<file path="config.mk">
export PLATFORM = sky130hd
export DESIGN_NAME = sd_spi_responder_flat
export DESIGN_NICKNAME = d
export VERILOG_FILES = /design/src/rtl/sd_spi_responder_if.sv /design/src/rtl/sd_spi_responder.sv /design/src/flat_wrapper.sv
export SDC_FILE = /design/constraint.sdc
export NUM_CORES = 1
export LEC_CHECK = 0
export ABC_AREA = 1
export CAP_MARGIN = 10
export CORE_MARGIN = 4
export CORE_UTILIZATION = 44
export CTS_CLUSTER_DIAMETER = 40
export DETAILED_ROUTE_END_ITERATION = 10
export PLACE_DENSITY_LB_ADDON = 0.15
export SYNTH_ARGS = -nofsm -noshare
export SYNTH_HDL_FRONTEND = slang
export SYNTH_SLANG_ARGS = --single-unit
export TNS_END_PERCENT = 20
</file>
<file path="constraint.sdc">
create_clock -name clock -period 10.1 [get_ports clock]
set_input_delay 1.515 -clock clock [delete_from_list [all_inputs] [get_ports clock]]
set_output_delay 1.515 -clock clock [all_outputs]
set_load 0.01 [all_outputs]
</file>
<file path="src/rtl/sd_spi_responder_if.sv">
// ---------------------------------------------------------------------------
// sd_spi_responder_if
//   Bundles the SPI-mode SD command link plus the responder's status outputs.
//
//   Signals
//     sd_sclk    host -> card  SPI clock (asynchronous to the system clock)
//     sd_cs_n    host -> card  chip select, active low
//     sd_mosi    host -> card  command data
//     sd_miso    card -> host  response data, idles high
//     cmd_valid  card status   one-clock pulse per accepted frame
//     cmd_index  card status   index of the last accepted command
//     cmd_arg    card status   argument of the last accepted command
//     card_idle  card status   R1 in_idle_state bit
//     busy       card status   high from start bit through last R1 bit
//
//   Modports
//     master : the host / bench side
//     slave  : the responder side
// ---------------------------------------------------------------------------
interface sd_spi_responder_if;
  logic        sd_sclk;
  logic        sd_cs_n;
  logic        sd_mosi;
  logic        sd_miso;
  logic        cmd_valid;
  logic [5:0]  cmd_index;
  logic [31:0] cmd_arg;
  logic        card_idle;
  logic        busy;

  modport master (
    output sd_sclk, sd_cs_n, sd_mosi,
    input  sd_miso, cmd_valid, cmd_index, cmd_arg, card_idle, busy
  );

  modport slave (
    input  sd_sclk, sd_cs_n, sd_mosi,
    output sd_miso, cmd_valid, cmd_index, cmd_arg, card_idle, busy
  );
endinterface

</file>
<file path="src/rtl/sd_spi_responder.sv">
// ---------------------------------------------------------------------------
// sd_spi_responder
//   Card-side end of an SPI-mode SD command link. Oversamples the host's
//   SCLK / CS_n / MOSI in the system clock domain, deframes 48-bit command
//   frames, runs a minimal init machine (CMD0 / CMD55 / ACMD41) and returns
//   one R1 byte per command after RESP_DELAY bytes of 0xFF.
//
//   Parameters
//     RESP_DELAY  NCR gap in whole 0xFF bytes (1..8)
//     INIT_POLLS  number of ACMD41s needed to leave idle (>= 1)
//
//   Ports
//     clock   system clock; host SCLK must be at most clock/8
//     reset   asynchronous, active-high reset
//     bus     sd_spi_responder_if.slave (SPI pins + status outputs)
//
//   Build option
//     SD_RESP_CRC7_CHECK_EN  when defined, the CRC7 field of every frame is
//                            checked; a mismatch answers R1 = 0x08 | idle and
//                            the command is not executed. When undefined the
//                            CRC field is ignored and no CRC logic exists.
// ---------------------------------------------------------------------------
module sd_spi_responder #(
  parameter int RESP_DELAY = 1,
  parameter int INIT_POLLS = 2
) (
  input logic               clock,
  input logic               reset,
  sd_spi_responder_if.slave bus
);

  localparam int              PW         = (INIT_POLLS < 2) ? 1 : $clog2(INIT_POLLS + 1);
  localparam logic [PW-1:0]   POLL_MAX   = PW'(INIT_POLLS);
  localparam int              WAIT_RISES = 8 * RESP_DELAY;
  localparam logic [6:0]      WAIT_LAST  = 7'(WAIT_RISES - 1);
  // Synchronizer reset values for {sclk, cs_n, mosi}: clock low, deselected, idle-high data.
  localparam logic [2:0]      SYNC_RST   = 3'b011;

  typedef enum logic [1:0] {
    ST_HUNT,
    ST_RX,
    ST_WAIT,
    ST_TX
  } state_t;

  state_t r_state;
  state_t w_state_next;

  // -------------------------------------------------------------------------
  // Input conditioning: 2-flop synchronizer per asynchronous pin
  // -------------------------------------------------------------------------
  logic [2:0] w_async_in;
  logic [2:0] w_sync;

  assign w_async_in = {bus.sd_sclk, bus.sd_cs_n, bus.sd_mosi};

  genvar gi;
  generate
    for (gi = 0; gi < 3; gi++) begin : g_sync
      logic r_meta;
      logic r_q;
      always_ff @(posedge clock or posedge reset) begin
        if (reset) begin
          r_meta <= SYNC_RST[gi];
          r_q    <= SYNC_RST[gi];
        end else begin
          r_meta <= w_async_in[gi];
          r_q    <= r_meta;
        end
      end
      assign w_sync[gi] = r_q;
    end
  endgenerate

  logic w_sclk;
  logic w_cs_high;
  logic w_mosi;
  logic r_sclk_prev;
  logic w_rise;
  logic w_fall;

  assign w_sclk    = w_sync[2];
  assign w_cs_high = w_sync[1];
  assign w_mosi    = w_sync[0];

  always_ff @(posedge clock or posedge reset) begin
    if (reset) r_sclk_prev <= 1'b0;
    else       r_sclk_prev <= w_sclk;
  end

  assign w_rise = w_sclk & ~r_sclk_prev;
  assign w_fall = ~w_sclk & r_sclk_prev;

  // -------------------------------------------------------------------------
  // Datapath registers
  // -------------------------------------------------------------------------
  // r_shift holds the first 47 frame bits (bit 47 ends up in r_shift[46]);
  // the 48th bit (end bit) is taken live from w_mosi on the final rise.
  logic [46:0]   r_shift;
  logic [5:0]    r_bit_cnt;
  logic [6:0]    r_wait_cnt;
  logic [2:0]    r_tx_cnt;
  logic [7:0]    r_r1_shift;
  logic          r_miso;
  logic          r_cmd_valid;
  logic [5:0]    r_cmd_index;
  logic [31:0]   r_cmd_arg;
  logic          r_idle;
  logic          r_app;
  logic [PW-1:0] r_polls;

  logic [5:0]    w_index;
  logic [31:0]   w_arg;
  logic          w_end_bit;
  logic          w_crc_err;
  logic          w_last_rx_bit;

  assign w_index       = r_shift[44:39];
  assign w_arg         = r_shift[38:7];
  assign w_end_bit     = w_mosi;
  assign w_last_rx_bit = (r_state == ST_RX) && w_rise && (r_bit_cnt == 6'd47);

`ifdef SD_RESP_CRC7_CHECK_EN
  // CRC7, polynomial x^7 + x^3 + 1, init 0, over frame bits 47:8 MSB first.
  function automatic logic [6:0] crc7_calc(input logic [39:0] data);
    logic [6:0] crc;
    logic       fb;
    crc = 7'd0;
    for (int i = 39; i >= 0; i--) begin
      fb  = crc[6] ^ data[i];
      crc = {crc[5:0], 1'b0};
      if (fb) crc = crc ^ 7'h09;
    end
    return crc;
  endfunction

  assign w_crc_err = (crc7_calc(r_shift[46:7]) != r_shift[6:0]);
`else
  // Start/transmission bits are checked live and the CRC field is ignored,
  // so these shift-register bits have no reader in this build.
  logic w_unused_frame_bits;
  assign w_unused_frame_bits = ^{r_shift[46:45], r_shift[6:0]};
  assign w_crc_err           = 1'b0;
`endif

  // -------------------------------------------------------------------------
  // Command decode: R1 and next card state, evaluated on the completed frame
  // -------------------------------------------------------------------------
  logic [7:0]    w_r1;
  logic          w_accept;
  logic          w_idle_next;
  logic          w_app_next;
  logic [PW-1:0] w_polls_next;
  logic [PW-1:0] w_poll_inc;

  always_comb begin
    w_r1         = {5'd0, 1'b1, 1'b0, r_idle};   // illegal command
    w_accept     = 1'b0;
    w_idle_next  = r_idle;
    w_app_next   = r_app;
    w_polls_next = r_polls;
    // Saturating increment so long ACMD41 loops cannot wrap the counter.
    w_poll_inc   = (r_polls == POLL_MAX) ? r_polls : PW'(r_polls + 1'b1);

    if (!w_end_bit) begin
      // Framing error: illegal-command R1, nothing executed.
      w_r1 = {5'd0, 1'b1, 1'b0, r_idle};
    end else if (w_crc_err) begin
      w_r1 = {4'd0, 1'b1, 2'd0, r_idle};
    end else begin
      w_accept   = 1'b1;
      w_app_next = 1'b0;
      case (w_index)
        6'd0: begin
          w_idle_next  = 1'b1;
          w_polls_next = '0;
          w_r1         = 8'h01;
        end
        6'd1: begin
          w_idle_next = 1'b0;
          w_r1        = 8'h00;
        end
        6'd16: begin
          w_r1 = {7'd0, r_idle};
        end
        6'd55: begin
          w_app_next = 1'b1;
          w_r1       = {7'd0, r_idle};
        end
        6'd41: begin
          if (r_app) begin
            w_polls_next = w_poll_inc;
            if (w_poll_inc == POLL_MAX) w_idle_next = 1'b0;
            w_r1 = {7'd0, w_idle_next};
          end else begin
            w_r1 = {5'd0, 1'b1, 1'b0, r_idle};
          end
        end
        default: begin
          w_r1 = {5'd0, 1'b1, 1'b0, r_idle};
        end
      endcase
    end
  end

  // -------------------------------------------------------------------------
  // FSM
  // -------------------------------------------------------------------------
  always_ff @(posedge clock or posedge reset) begin
    if (reset) r_state <= ST_HUNT;
    else       r_state <= w_state_next;
  end

  always_comb begin
    w_state_next = r_state;
    if (w_cs_high) begin
      w_state_next = ST_HUNT;
    end else begin
      case (r_state)
        ST_HUNT: if (w_rise && !w_mosi) w_state_next = ST_RX;
        ST_RX: begin
          if (w_rise) begin
            // Second bit is the transmission bit; 0 means not a host frame.
            if (r_bit_cnt == 6'd1 && !w_mosi) w_state_next = ST_HUNT;
            else if (r_bit_cnt == 6'd47)      w_state_next = ST_WAIT;
          end
        end
        ST_WAIT: if (w_rise && r_wait_cnt == WAIT_LAST) w_state_next = ST_TX;
        ST_TX:   if (w_rise && r_tx_cnt == 3'd7)        w_state_next = ST_HUNT;
        default: w_state_next = ST_HUNT;
      endcase
    end
  end

  // -------------------------------------------------------------------------
  // Datapath sequencing
  // -------------------------------------------------------------------------
  always_ff @(posedge clock or posedge reset) begin
    if (reset) begin
      r_shift     <= '0;
      r_bit_cnt   <= '0;
      r_wait_cnt  <= '0;
      r_tx_cnt    <= '0;
      r_r1_shift  <= 8'hFF;
      r_miso      <= 1'b1;
      r_cmd_valid <= 1'b0;
      r_cmd_index <= '0;
      r_cmd_arg   <= '0;
      r_idle      <= 1'b1;
      r_app       <= 1'b0;
      r_polls     <= '0;
    end else begin
      r_cmd_valid <= 1'b0;
      if (w_cs_high) begin
        r_miso <= 1'b1;
      end else begin
        case (r_state)
          ST_HUNT: begin
            if (w_fall) r_miso <= 1'b1;
            if (w_rise && !w_mosi) begin
              r_shift   <= '0;
              r_bit_cnt <= 6'd1;
            end
          end
          ST_RX: begin
            if (w_fall) r_miso <= 1'b1;
            if (w_rise) begin
              r_shift   <= {r_shift[45:0], w_mosi};
              r_bit_cnt <= r_bit_cnt + 6'd1;
            end
            if (w_last_rx_bit) begin
              r_cmd_index <= w_index;
              r_cmd_arg   <= w_arg;
              r_cmd_valid <= w_accept;
              r_idle      <= w_idle_next;
              r_app       <= w_app_next;
              r_polls     <= w_polls_next;
              r_r1_shift  <= w_r1;
              r_wait_cnt  <= '0;
            end
          end
          ST_WAIT: begin
            if (w_fall) r_miso <= 1'b1;
            if (w_rise) begin
              r_wait_cnt <= r_wait_cnt + 7'd1;
              if (r_wait_cnt == WAIT_LAST) r_tx_cnt <= '0;
            end
          end
          ST_TX: begin
            // The first fall in TX is the one after the last WAIT rise.
            if (w_fall) begin
              r_miso     <= r_r1_shift[7];
              r_r1_shift <= {r_r1_shift[6:0], 1'b1};
            end
            if (w_rise) r_tx_cnt <= r_tx_cnt + 3'd1;
          end
          default: r_miso <= 1'b1;
        endcase
      end
    end
  end

  assign bus.sd_miso   = r_miso;
  assign bus.cmd_valid = r_cmd_valid;
  assign bus.cmd_index = r_cmd_index;
  assign bus.cmd_arg   = r_cmd_arg;
  assign bus.card_idle = r_idle;
  assign bus.busy      = (r_state != ST_HUNT);

endmodule

</file>
<file path="src/flat_wrapper.sv">
// flat-port wrapper written by rule: the top's interface ports become plain ports
module sd_spi_responder_flat 
#(
  parameter int RESP_DELAY = 1,
  parameter int INIT_POLLS = 2
)
  (clock, reset, bus_sd_sclk, bus_sd_cs_n, bus_sd_mosi, bus_sd_miso, bus_cmd_valid, bus_cmd_index, bus_cmd_arg, bus_card_idle, bus_busy);
  sd_spi_responder_if bus_i ();
  input logic clock;
  input logic reset;
  input wire logic [$bits(bus_i.sd_sclk)-1:0] bus_sd_sclk;
  input wire logic [$bits(bus_i.sd_cs_n)-1:0] bus_sd_cs_n;
  input wire logic [$bits(bus_i.sd_mosi)-1:0] bus_sd_mosi;
  output wire logic [$bits(bus_i.sd_miso)-1:0] bus_sd_miso;
  output wire logic [$bits(bus_i.cmd_valid)-1:0] bus_cmd_valid;
  output wire logic [$bits(bus_i.cmd_index)-1:0] bus_cmd_index;
  output wire logic [$bits(bus_i.cmd_arg)-1:0] bus_cmd_arg;
  output wire logic [$bits(bus_i.card_idle)-1:0] bus_card_idle;
  output wire logic [$bits(bus_i.busy)-1:0] bus_busy;
  assign bus_i.sd_sclk = bus_sd_sclk;
  assign bus_i.sd_cs_n = bus_sd_cs_n;
  assign bus_i.sd_mosi = bus_sd_mosi;
  assign bus_sd_miso = bus_i.sd_miso;
  assign bus_cmd_valid = bus_i.cmd_valid;
  assign bus_cmd_index = bus_i.cmd_index;
  assign bus_cmd_arg = bus_i.cmd_arg;
  assign bus_card_idle = bus_i.card_idle;
  assign bus_busy = bus_i.busy;
  sd_spi_responder #(.RESP_DELAY(RESP_DELAY), .INIT_POLLS(INIT_POLLS)) u_core (.clock(clock), .reset(reset), .bus(bus_i));
endmodule
</file>
---- Yosys cells after proc, flatten, opt, wreduce, memory -nomap -nowiden ----
Cells that the tools add are included.
word-level totals
  output and inout port bits .............. 42
  logic and storage cells ................. 127
  bits of input ports ..................... 5
  bits in registers ....................... 122
operators by class
  add/subtract/negate cells ............... 4
  mux-type cells .......................... 42
  eq/ne operators ......................... 28
  reduce and logical (&&, ||, !) cells .... 28
  bitwise gates (word level) .............. 5
operators with widths
  cell                   number
  $mux W45               2
  $pmux W45 S2           1
  $pmux W8 S4            1
  $mux W8                3
  $eq A6 B6 Y1 const B   3
  $mux W2                9
  $ne A3 B1 Y1 const B   6
  $ne A2 B1 Y1 const B   8
  $pmux W8 S2            1
  $reduce_and A4 Y1      4
  $mux W7                2
  $pmux W7 S2            1
  $eq A6 B1 Y1 const B   2
  $mux W3                4
  $mux W6                2
  $pmux W6 S2            1
  $reduce_and A6 Y1      2
  $reduce_bool A2 Y1     6
  $mux W1                10
  $reduce_and A5 Y1      2
  $eq A2 B2 Y1 const B   4
  $pmux W2 S4            1
  $add A7 B1 Y7 const B  1
  $eq A7 B3 Y1 const B   1
  22 further kinds       30

---- Logic depth before layout (Yosys ltp) ----
Gate-level depths: netlist of run 1.
  word-level depth ........................ 9
  depth in mapped cells ................... 10
  depth with buffers taken out ............ 10

---- Least setup slack after synthesis of run 1 ----
No wires, ideal clock.
  kind .................................... register to output
  from .................................... reg u_core.r_state[0]
  to ...................................... out bus_busy
  data required time ...................... 8.585 ns
  data arrival time ....................... 0.590 ns
  slack ................................... 7.995 ns
  buffers on the path ..................... 0
  stages on the path, launching flop included .. 3
  path through ............................ dfrtp_1 inv_2 nand2_2
on the way
  cells in the longest elaborated chain, start to end .. 1
ends and longest elaborated chain
  element                   RTL line                 source
  start: declaration        sd_spi_responder.sv:46   state_t r_state;
  start signal: assignment  sd_spi_responder.sv:211  else r_state <= w_state_next;
  $reduce_bool A2 Y1        sd_spi_responder.sv:308  assign bus.busy = (r_state != ST_HUNT);
  end: declaration          flat_wrapper.sv:19       output wire logic [$bits(bus_i.busy)-1:0] bus_busy;
No other way between the ends.

---- Final worst setup path of run 1 ----
Ends and elaborated chain as after synthesis.

==> results of run 1 <==
-- worst max-delay path, stage by stage (launching register included) --
cell and delay, ps:
dfrtp_1 440, inv_2 100, nand2_2 80, clkdlybuf4s50_1 530
-- cell usage in the layout, fill, tap and decap left out, types with 3 or more instances in the layout --
master	instances
o21ai_0	65
nand2_1	247
dfstp_2	14
nand4_1	6
xor2_1	6
a21oi_1	3
o21ai_2	5
inv_2	5
nand2_4	3
nand2_2	3
ha_1	6
or2_2	4
clkdlybuf4s50_1	46
nor2_1	21
clkinvlp_4	5
nand3_1	19
dfrtp_1	108
nor2_2	3
buf_4	3
inv_1	35
clkbuf_16	17
o22ai_1	7
-- final timing paths --
kind                                               from                     end  cells past startpoint
min in group asynchronous                         reset    u_core.r_wait_cnt[4]                      2
max in group asynchronous                         reset  u_core.bus.cmd_arg[14]                      3
worst max-delay path                  u_core.r_state[0]                bus_busy                      3
worst min-delay path            u_core.g_sync[2].r_meta    u_core.g_sync[2].r_q                      0
worst min register to register  u_core.g_sync[2].r_meta    u_core.g_sync[2].r_q                      0
worst max register to register     u_core.g_sync[1].r_q      u_core.r_shift[36]                      8
-- synth_stat cells, types with 3 or more instances --
master    number  area (um2)
a21oi_1        3       15.01
buf_2          8       40.04
buf_6          8       90.09
clkbuf_1       5       18.77
clkbuf_2       3       15.01
dfrtp_1      108        2703
dfstp_2       14       367.9
ha_1           6       75.07
inv_1         36       135.1
inv_2          5       18.77
nand2_1      247       927.1
nand2_2        3       18.77
nand2_4        3       33.78
nand3_1       19       95.09
nand4_1        6       37.54
nor2_1        21       78.83
nor2_2         3       18.77
o21ai_0       65       325.3
o21ai_2        5       43.79
o22ai_1        7       43.79
or2_2          4       25.02
xor2_1         6       52.55
-- power groups by stage --
stage	Clock, mW	Combinational (mW)	Sequential, mW
floorplan	0	0.157	0.537
global placement	0	0.176	0.541
detailed placement	0	0.179	0.542
CTS	0.610	0.180	0.534
global route	0.637	0.203	0.537
finish	0.598	0.179	0.534
-- per-stage QoR --
step / hold slack (ps) / instances / cell area, um2 / setup slack (ps)
floorplan: 331.2 / 602 / 5329 / 5366
global placement: 335.7 / 770 / 5829 / 6705
detailed placement: 346.4 / 770 / 5829 / 6664
CTS: 357.2 / 802 / 6425 / 7009
global route: 359.2 / 802 / 6425 / 6917
finish: 353.7 / 802 / 6425 / 7024
-- layer usage --
layer	wire (um)	global-route usage, %	share of wire (%)	up-vias
met5	0	0	0	-
met4	157	5.714	1.5	0
met3	414	5.190	4.0	16
met2	4818	24.58	47	84
met1	4944	21.66	48	1951
li1	-	-	-	1998
-- kinds of logic (layout without fill, tap and decap cells) --
logic type	Yosys count	in the layout
fa+ha+maj	6	6
compound gates	88	88
simple gates	313	313
buf+inv	65	122
mux	1	1
flops	122	122
xor+xnor	7	7
-- state kept, by name, indices dropped and copies added, names as in the netlist, 2 cells and up --
name	flops
u_core.r_polls	2
u_core.r_r1_shift	8
u_core.bus.cmd_index	6
u_core.r_tx_cnt	3
u_core.r_state	2
u_core.g_sync.r_q	3
u_core.r_shift	45
u_core.r_bit_cnt	6
u_core.g_sync.r_meta	3
u_core.bus.cmd_arg	32
u_core.r_wait_cnt	7
-- area by class of cell --
class | instances | area (um2)
clock buffers | 19 | 452.9
clock inverters | 13 | 142.6
fillers | 1041 | 5189
inverters | 41 | 156.4
multi-input cells | 415 | 1941
flip-flops and latches | 122 | 3070
well taps | 143 | 178.9
repair buffers | 49 | 483.0
==> impl_metrics.csv, run 1 <==
group,metric,value,unit
outcome,status,"complete, no violations",
clocking,cts_resized,0,
layout,utilization,55.32,%
layout,diodes,0,
power_and_ir_drop,pwr-share-clk,45.6,%
timing,drv_slew,0,
logic_synthesis,syn_avg_cell_area,8.852,um2
die,fp.dieW,118.1,um
route,post_drt_wl_per_cell,12.89,um
timing,skew,7.762,ps
clocking,numCtsBuffers,17,
timing,report.final.hold_viol_count,0,
logic_synthesis,synth_top_family_by_area,"simple AND/OR/NAND/NOR gates",
logic_synthesis,synth_compound_area_share,9.486,%
timing,worst_slew_pin_slew,965.9,ps
die,die-area,13940,um2
clocking,clock_path_buffers,2,
critical_path,rrSetupSlack,7850,ps
logic_synthesis,synth_edf_count,0,
grt,antenna_found_initial,0,
logic_synthesis,netlist_instances,602,
worst_hold_path,worstHoldPathType,"reg -> reg",
logic_synthesis,ys_async_sr_fraction,100.0,%
clocking,cts-root-buf,"clkbuf_16",
critical_path,cp_max_fo,6,
grt,grt_overflow,0,
placed_design,gp_congestion,0.8005,
power_and_ir_drop,swShare,28.21,%
clocking,clkLatencyLatePin,410,ps
layout,area_delta_synth_final,20.57,%
critical_path,worstSetupPathType,"reg -> out",
critical_path,end_kind,"primary output",
route,drt_iter0_markers,275,
route,dr_total_vias,4049,
critical_path,startpoint_type,"flop",
grt,grt_pass1_vias,3949,
logic_synthesis,synth-adder-area-share,1.409,%
logic_synthesis,synth-seq-cells,122,
power_and_ir_drop,comb_power_share,13.7,%
logic_synthesis,synthMuxAreaShare,0.1878,%
power_and_ir_drop,p_int,940.9,uW
power_and_ir_drop,switchingPower,369.7,uW
logic_synthesis,synth-simple-area-share,24.18,%
die,start_util,45.88,%
route,remaining_drc_errors,0,
power_and_ir_drop,total_power,1.311,mW
clocking,htreeDepth,4,
power_and_ir_drop,p_per_area,204.0,nW/um2
clocking,cts.clk_slew.worst_paths,50,ps
clocking,cts_tree,"built",
grt,grt_max_degree,84,
clocking,ctsHoldBuffers,0,
grt,track_usage,16.12,%
timing,rsz0062_at_grt,"no",
timing,fin_crit,3076,ps
die,num_rows,39,
die,ioPinCount,47,
route,dr.pass1.iters,5,
timing,clock.fmax,325.1,MHz
placed_design,portBuffers,46,
timing,period_share,30.46,%
route,vias_per_cell,5.049,
logic_synthesis,ys_seq_area_share,57.62,%
logic_synthesis,yosysWarnings,0,
run,cap_violations,0,
die,core-area,11610,um2
route,detail-route-antenna-nets,0,
timing,tns,0,ps
clocking,clock-sinks,122,
logic_synthesis,synth-main-ff-cell,"dfrtp_1",
logic_synthesis,ys_types,34,
die,fp.dieH,118.1,um
critical_path,critPathRequiredTime,8590,ps
grt,grt_pass1_wl,18500,um
timing,setup_viol,0,
layout,final_nets,657,
timing,relSlewSlack,35.61,%
layout,drive_gt1_share,11.84,%
logic_synthesis,synth_area,5329,um2
power_and_ir_drop,p_seq_share,40.7,%
power_and_ir_drop,power_leakage,2.983,nW
critical_path,worstPathArrival,1560,ps
logic_synthesis,synth.net_count,613,
route,wl,10330,um
logic_synthesis,synth-xor-area-share,1.151,%
power_and_ir_drop,vdd_ir_drop_max,124.3,uV
clocking,post_cts_buffers,0,
placed_design,hpwl,6425,um
Power figures use the tool's default switching activity.
==> run 2: changes to the inputs <==
==> constraint.sdc (replaced) <==
create_clock -name clock -period 2.85 [get_ports clock]
set_input_delay 0.4275 -clock clock [delete_from_list [all_inputs] [get_ports clock]]
set_output_delay 0.4275 -clock clock [all_outputs]
set_load 0.01 [all_outputs]
==> run 2 against run 1 <==
Combinational power rose to 3.7 times the previous value. Clock power rose to 3.9 times the previous value. Die area did not move. Worst setup slack got worse by 6200 ps. Sequential cell count did not move. Critical endpoint unchanged. Core utilization rose by 0.83 points. Sequential power rose to 3.5 times the previous value.
==> impl_metrics.csv, run 2 (synthesis results as in run 1) <==
group,metric,value,unit
placed_design,gp_congestion,0.8270,
clocking,cts-root-buf,"clkbuf_16",
timing,clock.fmax,504.2,MHz
route,remaining_drc_errors,0,
layout,fill_cells,1025,
die,start_util,45.88,%
route,post_drt_wl_per_cell,12.99,um
route,wl,10460,um
critical_path,crit_chain,"inv_2, nand2_2, clkdlybuf4s50_1",
layout,layout.cells.non_filler,805,
timing,tns,0,ps
grt,antenna_found_initial,0,
grt,grt_pass1_vias,3811,
grt,grt_overflow,0,
layout,final_common_cell,"nand2_1",
worst_hold_path,min-delay-start,"u_core.g_sync[0].r_meta",
critical_path,slowest_delay,530,ps
outcome,status,"complete, no violations",
timing,fin_crit,1983,ps
layout,final_cell_mix,"nand2_1 (247), dfrtp_1 (108), o21ai_0 (65), clkdlybuf4s50_1 (46), inv_1 (35)",
timing,worst_slew_pin_slew,652.0,ps
critical_path,critPathRequiredTime,2420,ps
critical_path,worstSetupPathType,"reg -> out",
timing,rsz0062_at_grt,"no",
timing,drv_slew,0,
power_and_ir_drop,comb_power_share,13.5,%
worst_hold_path,hold_depth,0,
timing,setup_viol,0,
clocking,cts_tree,"built",
critical_path,r2r_end,"u_core.r_polls[0]",
critical_path,cp_slowest_cell,"clkdlybuf4s50_1",
die,ioPinCount,47,
timing,skew,5.369,ps
placed_design,portBuffers,46,
worst_hold_path,worstHoldPathType,"reg -> reg",
power_and_ir_drop,p_seq_share,38.7,%
critical_path,end_kind,"primary output",
die,fp.dieH,118.1,um
power_and_ir_drop,total_power,4.883,mW
worst_hold_path,hold_path_end,"u_core.g_sync[0].r_q",
power_and_ir_drop,vdd_ir_drop_max,402.7,uV
critical_path,r2r_start,"u_core.r_bit_cnt[0]",
power_and_ir_drop,switchingPower,1.296,mW
timing,report.final.hold_viol_count,0,
power_and_ir_drop,p_int,3.587,mW
placed_design,dp_cells,773,
route,dr.pass1.iters,5,
clocking,clock-sinks,122,
power_and_ir_drop,swShare,26.54,%
route,wl_met3,349,um
run,cap_violations,0,
layout,diodes,0,
critical_path,crit_buf_inv,2,
placed_design,hpwl,6716,um
route,vias_per_cell,4.937,
power_and_ir_drop,power_leakage,3.031,nW
critical_path,worstPathArrival,1560,ps
critical_path,rr_worst_depth,8,
clocking,numCtsBuffers,17,
power_and_ir_drop,pwr-share-clk,47.8,%
critical_path,cp_max_fo,6,
layout,area_delta_synth_final,22.38,%
grt,grt_max_degree,53,
clocking,clock_path_buffers,2,
die,core-area,11610,um2
layout,largest_reg_flops,45,
timing,period_share,69.59,%
layout,final_nets,660,
die,fp.dieW,118.1,um
route,highest_layer,"met4",
grt,grt_pass1_wl,18470,um
clocking,clkLatencyLatePin,410,ps
clocking,cts_resized,0,
route,met2_wirelength,4804,um
die,num_rows,39,
die,die-area,13940,um2
route,detail-route-antenna-nets,0,
clocking,ctsHoldBuffers,0,
critical_path,critPathTopFamily,"buffers and inverters",
critical_path,startpoint_type,"flop",
layout,drive_gt1_share,11.78,%
power_and_ir_drop,p_per_area,748.7,nW/um2
timing,relSlewSlack,56.44,%
clocking,htreeDepth,4,
clocking,post_cts_buffers,0,
clocking,cts.clk_slew.worst_paths,50,ps
route,dr_total_vias,3974,
layout,largest_register,"u_core.r_shift",
route,wl_met1,5240,um
grt,track_usage,16.10,%
route,drt_iter0_markers,306,
critical_path,rrSetupSlack,890,ps
-- run 2: layout make-up --
| cell class | instances | area, um2 | area share, % |
|---|---|---|---|
| multi-input cells | 415 | 1941 | 29.76 |
| inverters | 41 | 157.7 | 2.417 |
| well taps | 143 | 178.9 | 2.744 |
| clock inverters | 11 | 192.7 | 2.955 |
| clock buffers | 21 | 450.4 | 6.907 |
| flip-flops and latches | 122 | 3070 | 47.08 |
| repair buffers | 52 | 530.5 | 8.135 |
-- run 2: worst max-delay path by stage --
stage	slack (ps)	cells after the start	endpoint	from
floorplan	940	1	u_core.bus.cmd_arg[0]	reset
detailed placement	870	8	u_core.r_polls[0]	u_core.r_bit_cnt[0]
global route	640	8	u_core.r_polls[0]	u_core.r_bit_cnt[0]
finish	870	3	bus_busy	u_core.r_state[0]
CTS	840	3	bus_busy	u_core.r_state[0]
global placement	960	9	u_core.bus.card_idle	u_core.r_bit_cnt[0]
-- run 2: per-stage QoR --
stage	setup WS, ps	hold slack (ps)	instance area [um2]	util [%]
global placement	960.0	346.1	5878	50.61
global route	637.9	357.6	6521	56.15
finish	866.6	355.2	6521	56.15
detailed placement	873.4	347.6	5878	50.61
CTS	844.1	354.3	6521	56.15
floorplan	936.6	331.2	5333	-
-- run 2: power groups by stage --
stage	Sequential, mW	Clock (mW)	Combinational (mW)
final	1.89	2.33	0.659
after CTS	1.89	2.38	0.663
after global routing	1.90	2.47	0.754
after global placement	1.92	0	0.645
after detailed placement	1.92	0	0.657
after floorplan	1.90	0	0.557
-- run 2: metal layers --
layer  vias up  track usage (%)
met1      1887            22.61
met4         0            4.469
met5         -                0
li1       2011                -
met2        70            23.90
met3         6            5.382
==> run 3: changes to the inputs <==
==> constraint.sdc (replaced) <==
create_clock -name clock -period 1.9 [get_ports clock]
set_input_delay 0.285 -clock clock [delete_from_list [all_inputs] [get_ports clock]]
set_output_delay 0.285 -clock clock [all_outputs]
set_load 0.01 [all_outputs]
==> run 3 against run 2 <==
Sequential cell count unchanged. First-iteration DRC count decreased by 1.6%. Worst setup slack got worse by 790 ps. Cell count increased by 0.50%. Power increased by 36%. Sequential power increased by 50%. Critical endpoint unchanged. Highest routed layer unchanged.
==> impl_metrics.csv, run 3 (synthesis results as in run 1) <==
group,metric,value,unit
outcome,status,"complete, no violations",
layout,area_delta_synth_final,21.27,%
die,core-area,11610,um2
power_and_ir_drop,vdd_ir_drop_max,686.0,uV
layout,utilization,55.65,%
die,start_util,45.88,%
critical_path,critPathRequiredTime,1620,ps
clocking,clkLatencyLatePin,410,ps
clocking,ctsHoldBuffers,0,
timing,setup_viol,0,
die,die-area,13940,um2
timing,report.final.hold_viol_count,0,
layout,largest_reg_flops,45,
route,post_drt_wl_per_cell,12.92,um
die,fp.dieW,118.1,um
timing,tns,0,ps
run,cap_violations,0,
layout,diodes,0,
timing,worst_slew_pin_slew,364.7,ps
power_and_ir_drop,power_leakage,3.019,nW
grt,grt_max_degree,63,
timing,fin_crit,1827,ps
clocking,clock_path_buffers,2,
grt,grt_overflow,0,
timing,rsz0062_at_grt,"no",
timing,drv_slew,0,
placed_design,portBuffers,46,
die,ioPinCount,47,
clocking,htreeDepth,4,
route,dr.pass1.iters,4,
power_and_ir_drop,total_power,6.659,mW
power_and_ir_drop,p_per_area,1030,nW/um2
route,detail-route-antenna-nets,0,
layout,fill_cells,1054,
clocking,cts_tree,"built",
timing,relSlewSlack,75.43,%
layout,final_common_cell,"nand2_1",
clocking,cts.clk_slew.worst_paths,50,ps
route,remaining_drc_errors,0,
route,drt_iter0_markers,301,
layout,layout.cells.non_filler,809,
clocking,clock-sinks,122,
placed_design,post-place-ws,177.0,ps
critical_path,cp_max_fo,4,
route,wl,10450,um
grt,antenna_found_initial,0,
placed_design,gp_congestion,0.8256,
placed_design,dpl-instance-area,5933,um2
layout,final_nets,666,
clocking,numCtsBuffers,17,
grt,grt_pass1_wl,18840,um
critical_path,worstSetupPathType,"reg -> out",
layout,drive_gt1_share,11.86,%
timing,clock.fmax,547.4,MHz
layout,largest_register,"u_core.r_shift",
die,fp.dieH,118.1,um
route,dr_total_vias,3928,
timing,worst_hold_slack,195.0,ps
critical_path,startpoint_type,"flop",
die,num_rows,39,
critical_path,worstPathArrival,1540,ps
placed_design,hpwl,6928,um
grt,track_usage,16.46,%
clocking,cts-root-buf,"clkbuf_16",
critical_path,end_kind,"primary output",
layout,final_cell_mix,"nand2_1 (247), dfrtp_1 (107), o21ai_0 (65), clkdlybuf4s50_1 (46), inv_1 (35)",
timing,setup_slack,73.06,ps
grt,grt_pass1_vias,4042,
route,vias_per_cell,4.855,
layout,final_cell_area,6462,um2
timing,skew,11.49,ps
worst_hold_path,worstHoldPathType,"in -> async",
placed_design,dp_cells,777,
timing,period_share,96.15,%
[run 3: cell count changes in the layout (fill, tap and decap cells not counted), moves of 2 or more]
cell        change
bufinv_16       -5
buf_4           +4
clkbuf_1        +4
buf_12          +2
clkbuf_8        +2
clkinvlp_4      -2
[run 3: per-layer routing]
layer | part of all wire [%] | track usage (%)
met1 | 49 | 21.81
met2 | 46 | 25.19
met3 | 3.8 | 5.094
met4 | 1.1 | 6.740
met5 | 0 | 0
[run 3: path summary, 6_finish.rpt]
path	start	to	slack, ps	cells after the start
min in group clock	bus_sd_mosi	u_core.g_sync[0].r_meta	280	1
max in group asynchronous	reset	u_core.bus.cmd_arg[5]	1090	3
setup reg to reg	u_core.r_bit_cnt[0]	u_core.r_r1_shift[0]	250	9
setup / recovery	u_core.r_state[1]	bus_busy	70	3
hold reg to reg	u_core.g_sync[0].r_meta	u_core.g_sync[0].r_q	360	0
hold / removal	reset	u_core.r_shift[43]	200	2
[run 3: where the power goes]
part	total, mW	switching, mW	internal, mW
combinational	1.04	0.707	0.335
clock	2.78	1.03	1.75
sequential	2.84	0.103	2.73
total	6.66	1.84	4.82
[run 3: worst max-delay path, stage by stage, from the launching register on]
cell,delay (ps)
dfrtp_1,400
inv_2,90
nand2_2,100
clkdlybuf4s50_1,540
[run 3: area by class of cell]
type                            instances  area, um2  share of cell area (%)
Sequential cell                       122       3072                   47.53
Multi-Input combinational cell        415       1946                   30.11
Timing Repair Buffer                   58      600.6                   9.293
Clock buffer                           27      493.0                   7.628
Tap cell                              143      178.9                   2.769
Inverter                               41      157.7                   2.439
Clock inverter                          3      15.01                  0.2323
[run 3: what timing repair did]
item / in CTS / in global routing
endpoints found under the setup margin: 0 / 3
gates resized for setup: 0 / 2
hold endpoints to repair: 0 / 0
setup buffers: 0 / 2
